File: src/rtl/ex_pkg.sv
// Shared definitions for the execute stage: operation codes, result
// classes, bus widths, multiplier FSM state codes and a shift helper.
package ex_pkg;

    localparam int DATA_W     = 32;
    localparam int REG_ADDR_W = 5;
    localparam int ALUOP_W    = 8;
    localparam int ALUSEL_W   = 3;

    localparam logic [DATA_W-1:0] ZeroWord = 32'h0000_0000;

    // aluop codes
    localparam logic [ALUOP_W-1:0] OR_OP    = 8'h25;
    localparam logic [ALUOP_W-1:0] AND_OP   = 8'h24;
    localparam logic [ALUOP_W-1:0] XOR_OP   = 8'h26;
    localparam logic [ALUOP_W-1:0] NOR_OP   = 8'h27;
    localparam logic [ALUOP_W-1:0] SLL_OP   = 8'h7C;
    localparam logic [ALUOP_W-1:0] SRL_OP   = 8'h02;
    localparam logic [ALUOP_W-1:0] SRA_OP   = 8'h03;
    localparam logic [ALUOP_W-1:0] MFHI_OP  = 8'h10;
    localparam logic [ALUOP_W-1:0] MFLO_OP  = 8'h12;
    localparam logic [ALUOP_W-1:0] MULTU_OP = 8'h19;

    // alusel result classes
    localparam logic [ALUSEL_W-1:0] RES_NOP   = 3'd0;
    localparam logic [ALUSEL_W-1:0] RES_LOGIC = 3'd1;
    localparam logic [ALUSEL_W-1:0] RES_SHIFT = 3'd2;
    localparam logic [ALUSEL_W-1:0] RES_MOVE  = 3'd3;
    localparam logic [ALUSEL_W-1:0] RES_ARITH = 3'd4;

    // Iterative multiplier FSM states
    localparam logic [1:0] MUL_IDLE = 2'd0;
    localparam logic [1:0] MUL_BUSY = 2'd1;
    localparam logic [1:0] MUL_DONE = 2'd2;

    // Shift unit: shifts val by sh; unknown ops give zero.
    function automatic logic [DATA_W-1:0] shift_result(
        input logic [ALUOP_W-1:0] op,
        input logic [4:0]         sh,
        input logic [DATA_W-1:0]  val
    );
        logic [DATA_W-1:0] r;
        r = ZeroWord;
        case (op)
            SLL_OP:  r = val << sh;
            SRL_OP:  r = val >> sh;
            SRA_OP:  r = $signed(val) >>> sh;
            default: r = ZeroWord;
        endcase
        return r;
    endfunction

endpackage

File: src/rtl/ex_mul_iter.sv
// Iterative unsigned 32x32 shift-add multiplier, one multiplier bit per
// cycle. IDLE -> BUSY on start (operands latched), 32 BUSY cycles, then one
// DONE cycle. 'product' is the complete result during the last BUSY cycle
// (last=1), so the owner can capture it on that same edge.
// Handshake: start is sampled only in IDLE; busy is high in BUSY; done is
// high for exactly one cycle after the final step. 'state' is a debug view.
module mul_iter
    import ex_pkg::*;
(
    input  logic              clk,
    input  logic              rst,
    input  logic              start,
    input  logic [DATA_W-1:0] a,
    input  logic [DATA_W-1:0] b,
    output logic              busy,
    output logic              done,
    output logic              last,
    output logic [63:0]       product,
    output logic [1:0]        state
);

    logic [1:0]        state_q;
    logic [4:0]        cnt;
    logic [63:0]       mcand;
    logic [DATA_W-1:0] mplier;
    logic [63:0]       acc;
    logic [63:0]       acc_next;

    // Partial sum after processing the current multiplier bit.
    always_comb begin
        acc_next = acc + (mplier[0] ? mcand : 64'd0);
    end

    assign busy    = (state_q == MUL_BUSY);
    assign done    = (state_q == MUL_DONE);
    assign last    = busy && (cnt == 5'd31);
    assign product = acc_next;
    assign state   = state_q;

    // FSM and datapath registers; reset aborts any multiply in flight.
    always_ff @(posedge clk) begin
        if (rst) begin
            state_q <= MUL_IDLE;
            cnt     <= 5'd0;
            mcand   <= 64'd0;
            mplier  <= '0;
            acc     <= 64'd0;
        end else begin
            case (state_q)
                MUL_IDLE: begin
                    if (start) begin
                        state_q <= MUL_BUSY;
                        cnt     <= 5'd0;
                        mcand   <= {32'd0, a};
                        mplier  <= b;
                        acc     <= 64'd0;
                    end
                end
                MUL_BUSY: begin
                    acc    <= acc_next;
                    mcand  <= mcand << 1;
                    mplier <= mplier >> 1;
                    cnt    <= cnt + 5'd1;
                    if (cnt == 5'd31) begin
                        state_q <= MUL_DONE;
                    end
                end
                MUL_DONE: state_q <= MUL_IDLE;
                default:  state_q <= MUL_IDLE;
            endcase
        end
    end

endmodule

File: src/rtl/ex.sv
// Execute stage: logic, shift and HI/LO move operations with a one-cycle
// registered result. Macro EX_MULT_EN adds the iterative MULTU unit, the
// HI/LO registers, MFHI/MFLO and the stall request; without it those ops
// behave as unknown (result 0, destination passed through).
module ex
    import ex_pkg::*;
(
    input  logic                  clk,
    input  logic                  rst,
    input  logic [ALUOP_W-1:0]    aluop_i,
    input  logic [ALUSEL_W-1:0]   alusel_i,
    input  logic [DATA_W-1:0]     reg1_i,
    input  logic [DATA_W-1:0]     reg2_i,
    input  logic [REG_ADDR_W-1:0] wd_i,
    input  logic                  wreg_i,
    output logic [REG_ADDR_W-1:0] wd_o,
    output logic                  wreg_o,
    output logic [DATA_W-1:0]     wdata_o,
    output logic                  stallreq_o
);

    logic [DATA_W-1:0] result;
    logic              wreg_eff;

`ifdef EX_MULT_EN
    logic [DATA_W-1:0] hi;
    logic [DATA_W-1:0] lo;
    logic              is_multu;
    logic              mul_busy;
    logic              mul_done;
    logic              mul_last;
    logic [63:0]       mul_product;
    logic [1:0]        mul_state;

    assign is_multu = (aluop_i == MULTU_OP);

    mul_iter u_mul (
        .clk     (clk),
        .rst     (rst),
        .start   (is_multu),
        .a       (reg1_i),
        .b       (reg2_i),
        .busy    (mul_busy),
        .done    (mul_done),
        .last    (mul_last),
        .product (mul_product),
        .state   (mul_state)
    );

    // Hold upstream while a MULTU is at the input and not yet finished.
    assign stallreq_o = !rst && is_multu && (mul_state != MUL_DONE);

    // HI/LO capture the full product on the final multiply step.
    always_ff @(posedge clk) begin
        if (rst) begin
            hi <= ZeroWord;
            lo <= ZeroWord;
        end else if (mul_busy && mul_last) begin
            hi <= mul_product[63:32];
            lo <= mul_product[31:0];
        end
    end

    // A retiring MULTU never writes a GPR.
    always_comb begin
        wreg_eff = wreg_i && !(is_multu && mul_done);
    end
`else
    assign stallreq_o = 1'b0;

    // Without the multiplier every op passes its write enable through.
    always_comb begin
        wreg_eff = wreg_i;
    end
`endif

    // Result selection by class, then by subtype; anything unknown is zero.
    always_comb begin
        result = ZeroWord;
        case (alusel_i)
            RES_LOGIC: begin
                case (aluop_i)
                    OR_OP:   result = reg1_i | reg2_i;
                    AND_OP:  result = reg1_i & reg2_i;
                    XOR_OP:  result = reg1_i ^ reg2_i;
                    NOR_OP:  result = ~(reg1_i | reg2_i);
                    default: result = ZeroWord;
                endcase
            end
            RES_SHIFT: result = shift_result(aluop_i, reg1_i[4:0], reg2_i);
`ifdef EX_MULT_EN
            RES_MOVE: begin
                case (aluop_i)
                    MFHI_OP: result = hi;
                    MFLO_OP: result = lo;
                    default: result = ZeroWord;
                endcase
            end
`endif
            default: result = ZeroWord;
        endcase
    end

    // Output register to MEM; a stall loads a bubble.
    always_ff @(posedge clk) begin
        if (rst || stallreq_o) begin
            wd_o    <= '0;
            wreg_o  <= 1'b0;
            wdata_o <= ZeroWord;
        end else begin
            wd_o    <= wd_i;
            wreg_o  <= wreg_eff;
            wdata_o <= result;
        end
    end

endmodule

File: config.mk
export PLATFORM = sky130hd
export DESIGN_NAME = ex
export DESIGN_NICKNAME = d
export VERILOG_FILES = /design/src/rtl/ex_pkg.sv /design/src/rtl/ex_mul_iter.sv /design/src/rtl/ex.sv
export SDC_FILE = /design/constraint.sdc
export NUM_CORES = 1
export LEC_CHECK = 0
export CORE_ASPECT_RATIO = 1.1
export CORE_MARGIN = 3
export CORE_UTILIZATION = 30
export CTS_CLUSTER_SIZE = 8
export DETAILED_ROUTE_END_ITERATION = 10
export HOLD_SLACK_MARGIN = 0.02
export PLACE_DENSITY = 0.48
export SYNTH_ARGS = -nofsm -noshare
export SYNTH_HDL_FRONTEND = slang
export SYNTH_SLANG_ARGS = --single-unit
File: constraint.sdc
create_clock -name clk -period 7.7 [get_ports clk]
set_input_delay 0.77 -clock clk [delete_from_list [all_inputs] [get_ports clk]]
set_output_delay 0.77 -clock clk [all_outputs]
set_load 0.03 [all_outputs]
=== Yosys cells after proc, flatten, opt, wreduce, memory -nomap -nowiden ===
Cells that the tools add are included.

* Flip-flop bits (word level): 38
* Input bits: 83
* Logic and storage cells: 22
* Output and inout port bits: 39

* Bitwise gates (word level): 4
* Multiplexer cells: 3
* Equal/unequal tests: 9
* Shift-type cells: 3

{| class="wikitable"
|+ Operators with widths
! kind !! number
|-
| 32-bit one-hot mux with 4 select lines || 1
|-
| 32-bit one-hot mux with 3 select lines || 1
|-
| 32-bit one-hot mux with 2 select lines || 1
|-
| 32-bit AND || 1
|-
| 8-bit by 6-bit == test with 1-bit output (second input constant) || 4
|-
| 32-bit NOT || 1
|-
| 32-bit OR || 1
|-
| 32-bit by 5-bit << shifter with 32-bit output || 1
|-
| 32-bit by 5-bit right shift with 32-bit output || 1
|-
| 32-bit by 5-bit >>> shifter with 32-bit output || 1
|-
| 32-bit bitwise XOR || 1
|-
| 8-bit by 2-bit == test with 1-bit output (second input constant) || 2
|-
| 8-bit by 7-bit == test with 1-bit output (second input constant) || 1
|-
| 3-bit by 1-bit == test with 1-bit output (second input constant) || 1
|-
| 3-bit by 2-bit == test with 1-bit output (second input constant) || 1
|}

=== Longest topological paths before layout ===
* Depth after elaboration: 4
* Mapped depth: 12
* Gate-level depth less buffers: 8

=== Worst setup path before layout ===
OpenSTA, ideal clock, no wires.

* Kind: input -> register
* Start point: input port reg1_i[0]
* End point: register wdata_o[14]
* Required time: 7,585 ps
* Arrival: 2,815 ps
* Cell stages on the path: 12
* Path buffers: 4
* Path slack: 4,770 ps
* Setup time: 115 ps
* Cells stage by stage: buf_2 > buf_4 > inv_1 > buf_4 > buf_2 > ha_1 > nand2_1 > o21ai_0 > mux2i_1 > o22ai_1 > or4_1 > o21a_1

* Word-level cells in the longest chain between the ends: 3
* Elaborated cells on any way between the ends: 5
* Classes of those cells: 3 x shift; 2 x mux

{| class="wikitable"
|+ RTL lines
! element !! RTL line !! RTL
|-
| start: declaration || ex.sv:12 || <nowiki>input logic [DATA_W-1:0] reg1_i,</nowiki>
|-
| 32-bit by 5-bit >>> shifter with 32-bit output (tied with other cells) || ex_pkg.sv:47 || <nowiki>SRA_OP: r = $signed(val) >>> sh;</nowiki>
|-
| 32-bit one-hot mux with 3 select lines * || ex_pkg.sv:44 || <nowiki>case (op)</nowiki>
|-
| 32-bit one-hot mux with 2 select lines * || ex.sv:80 || <nowiki>case (alusel_i)</nowiki>
|-
| end signal: assignment || ex.sv:109 || <nowiki>wdata_o <= ZeroWord;</nowiki>
|-
| end signal: assignment || ex.sv:113 || <nowiki>wdata_o <= result;</nowiki>
|-
| end: declaration || ex.sv:18 || <nowiki>output logic [DATA_W-1:0] wdata_o,</nowiki>
|}

Mark *: on every way between the ends. The rest lies on a longest branch, timed or not.
A chain may end at the register's enable or synchronous reset.

=== Final worst setup path ===
* Start point: input port aluop_i[1]
* End point: register wdata_o[14]

* Word-level cells in the longest chain between the ends: 3
* Elaborated cells on any way between the ends: 10
* Classes of those cells: 7 x eq/ne; 3 x mux

{| class="wikitable"
|+ RTL lines
! element !! RTL line !! RTL
|-
| start: declaration || ex.sv:10 || <nowiki>input logic [ALUOP_W-1:0] aluop_i,</nowiki>
|-
| 8-bit by 6-bit == test with 1-bit output (tied with other cells) || ex.sv:82 || <nowiki>case (aluop_i)</nowiki>
|-
| 32-bit one-hot mux with 4 select lines / 32-bit one-hot mux with 3 select lines (equally long branches) || ex.sv:82, ex_pkg.sv:44 ||
|-
| 32-bit one-hot mux with 2 select lines * || ex.sv:80 ||
|}

Marked as above.

==> impl_metrics.py <==
metrics = {
    "status": {
        "status": "finished, final reports clean",
    },
    "logic_synthesis": {
        "synth_commonest_cells": "90 x nor2_1, 66 x ha_1, 64 x inv_1, 63 x mux4_2, 61 x mux2i_1",
        "yosysWarnings": 0,
        "netlist_area_sq_um": 7030,
        "synthTopCellsByArea": "mux4_2 20%, ha_1 12%, dfxtp_1 11%",
        "synth_cell_type_count": 71,
        "synth_top_area_cell": "mux4_2",
        "synthArstFlopShare_pct": 0,
        "syn-mean-instance-area_sq_um": 8.66,
        "synthCells": 812,
        "ys_ff_latch": 38,
        "post-synth-top-count-cell": "nor2_1",
        "synth-main-ff-cell": "dfxtp_1",
        "synth_nets": 961,
        "synth-edff-count": 0,
        "ys_seq_area_share_pct": 10.8,
        "yosys.area.top_type_share_pct": 20.2,
    },
    "final_layout": {
        "final_nets": 1026,
        "antennaDiodeCount": 0,
        "finalInstanceArea_sq_um": 8490,
        "fillCellCount": 2407,
        "drive_gt1_share_pct": 12.8,
        "area_growth_pct": 20.7,
    },
    "min_path": {
        "hold_depth": 2,
        "hp-class": "primary input to flop",
        "hold_start": "wd_i[2]",
        "hold_end": "wd_o[2]",
    },
    "place": {
        "port_buffers": 120,
        "post_dp_cell_area_sq_um": 8290,
        "dp.final_hpwl_um": 22000,
        "place.gp.congestion": 0.931,
    },
    "global_route": {
        "busiest_layer": "met2",
        "grt_max_degree": 64,
        "grt_pass1_wl_um": 42700,
        "antenna_found_initial": 0,
        "globalRouteOverflowTotal": 0,
        "grt_pass1_vias": 6566,
        "use_met1_pct": 30.2,
        "use_met2_pct": 34.9,
        "grt_use_met3_pct": 3.33,
        "track_usage_pct": 21.7,
    },
    "sta": {
        "fmax_mhz": 283,
        "slew_viol_final": 0,
        "setup_viol_count_final": 0,
        "slew_headroom_pct": 28.6,
        "period_needed_ps": 3540,
        "hold_viol_final": 0,
        "period_share_pct": 45.9,
        "setup_tns_ps": 0,
        "tightest_slew_ps": 1070,
        "rsz0062_at_grt": "false",
    },
    "detailed_routing": {
        "dr.pass1.iters": 5,
        "drt-wirelength-per-cell_um": 24.2,
        "routed_wl_um": 28500,
        "vias": 6837,
        "vias_per_cell": 5.80,
        "drcViolationCount": 0,
        "drt_iter0_markers": 721,
        "ant_nets": 0,
    },
    "die": {
        "die_height_um": 167,
        "design.core.area_sq_um": 22900,
        "die_x_um": 152,
        "die_area_sq_um": 25300,
        "pin_count": 122,
        "start_util_pct": 30.7,
        "rows": 58,
    },
    "setup_path": {
        "worst-path-max-fanout": 53,
        "worst_setup_path_end_kind": "flop",
        "crit_start": "aluop_i[1]",
        "crit_type": "primary input to flop",
        "cp-start-kind": "primary input",
        "arrival_ps": 3720,
        "required_ps": 7880,
    },
    "power_and_ir_drop": {
        "ir_worst_vdd_v": 0.0000644,
        "p_per_area_nw_per_um2": 106,
        "p_leak_nw": 3.36,
    },
    "clock_network": {
        "cts_hold_buf": 0,
        "cts_buffers": 5,
        "cts_setup_buffers": 0,
        "cts_resized": 0,
        "cts_root_buf": "clkbuf_16",
        "clk_pin_slew_ps": 60,
        "cts_tree": "built",
        "cts_buffer_depth": 2,
        "htreeDepth": 2,
        "clock-sinks": 38,
    },
    "run": {
        "drv_cap": 0,
    },
}
-- flip-flops by register name (all words and copies together), names as in the netlist --
signal / flops
wreg_o: 1
wd_o: 5
wdata_o: 32
-- report_power, final --
| part | switching, W | leakage, nW | internal, W |
|---|---|---|---|
| combinational | 0.000234 | 2.96 | 0.000181 |
| clock | 0.0000871 | 0.0971 | 0.000195 |
| sequential | 0.000000720 | 0.308 | 0.000199 |
| total | 0.000322 | 3.36 | 0.000575 |
-- logic make-up after synthesis --
group / synth area share [%]
AND/OR/NAND/NOR: 13.8
AO/OA/AOI/OAI: 16.4
multiplexers: 34.1
buffers and inverters: 9.02
adder cells (fa/ha/maj): 11.7
flip-flops: 10.8
XOR/XNOR: 3.99
other: 0.0533
-- final cells by class --
class,count,area [sq um],area share (%)
Clock buffer,6,139,1.64
Inverter,67,251,2.96
Sequential cell,38,761,8.96
Multi-Input combinational cell,634,5630,66.4
Clock inverter,2,60.1,0.708
Tap cell,300,375,4.42
Timing Repair Buffer,131,1270,14.9
-- metrics by stage --
stage,cells,setup WS (ps),total power [W],hold WS (ps),utilization (%)
after floorplan,812,4770,0.000464,898,-
after global placement,1170,3900,0.000617,1330,36.1
after detailed placement,1170,3870,0.000615,1330,36.1
after CTS,1178,4180,0.000899,1030,37.0
after global routing,1178,3950,0.000942,1050,37.0
final,1178,4160,0.000897,1030,37.0
-- routing by layer --
layer  vias up  share of wire (%)
met5         -                  0
met4         0                3.1
met3        49                8.6
met2       365                 46
met1      3302                 42
li1       3121                  -
-- worst max-delay path: stages --
cell and delay, ps:
buf_4 250, buf_4 690, and4bb_2 330, nand3_1 790
o22ai_1 190, or4_1 550, o21a_1 120
-- placed cells by master (no fill, tap or decap), drive strengths merged, types with 3 or more instances in the layout --
| cell | n |
|---|---|
| a211oi | 19 |
| a21oi | 49 |
| a22oi | 3 |
| a31oi | 5 |
| and2 | 6 |
| buf | 16 |
| clkbuf | 6 |
| clkdlybuf4s50 | 115 |
| dfxtp | 38 |
| ha | 66 |
| inv | 65 |
| mux2 | 16 |
| mux2i | 61 |
| mux4 | 70 |
| nand2 | 46 |
| nand3 | 15 |
| nor2 | 91 |
| nor2b | 12 |
| nor3 | 12 |
| nor3b | 4 |
| nor4 | 4 |
| o211ai | 6 |
| o21ai | 36 |
| o221ai | 3 |
| o22ai | 26 |
| o2bb2ai | 3 |
| o32a | 4 |
| o32ai | 4 |
| xnor2 | 30 |
-- how the worst max path moves through the flow --
stage	endpoint	slack, ps	depth (start not counted)
finish	wdata_o[14]	4160	7
global route	wdata_o[12]	3950	7
CTS	wdata_o[8]	4180	7
detailed placement	wdata_o[8]	3870	7
global placement	wdata_o[12]	3900	7
floorplan	wdata_o[14]	4770	12
No activity file was read; power rests on OpenSTA's default activity.
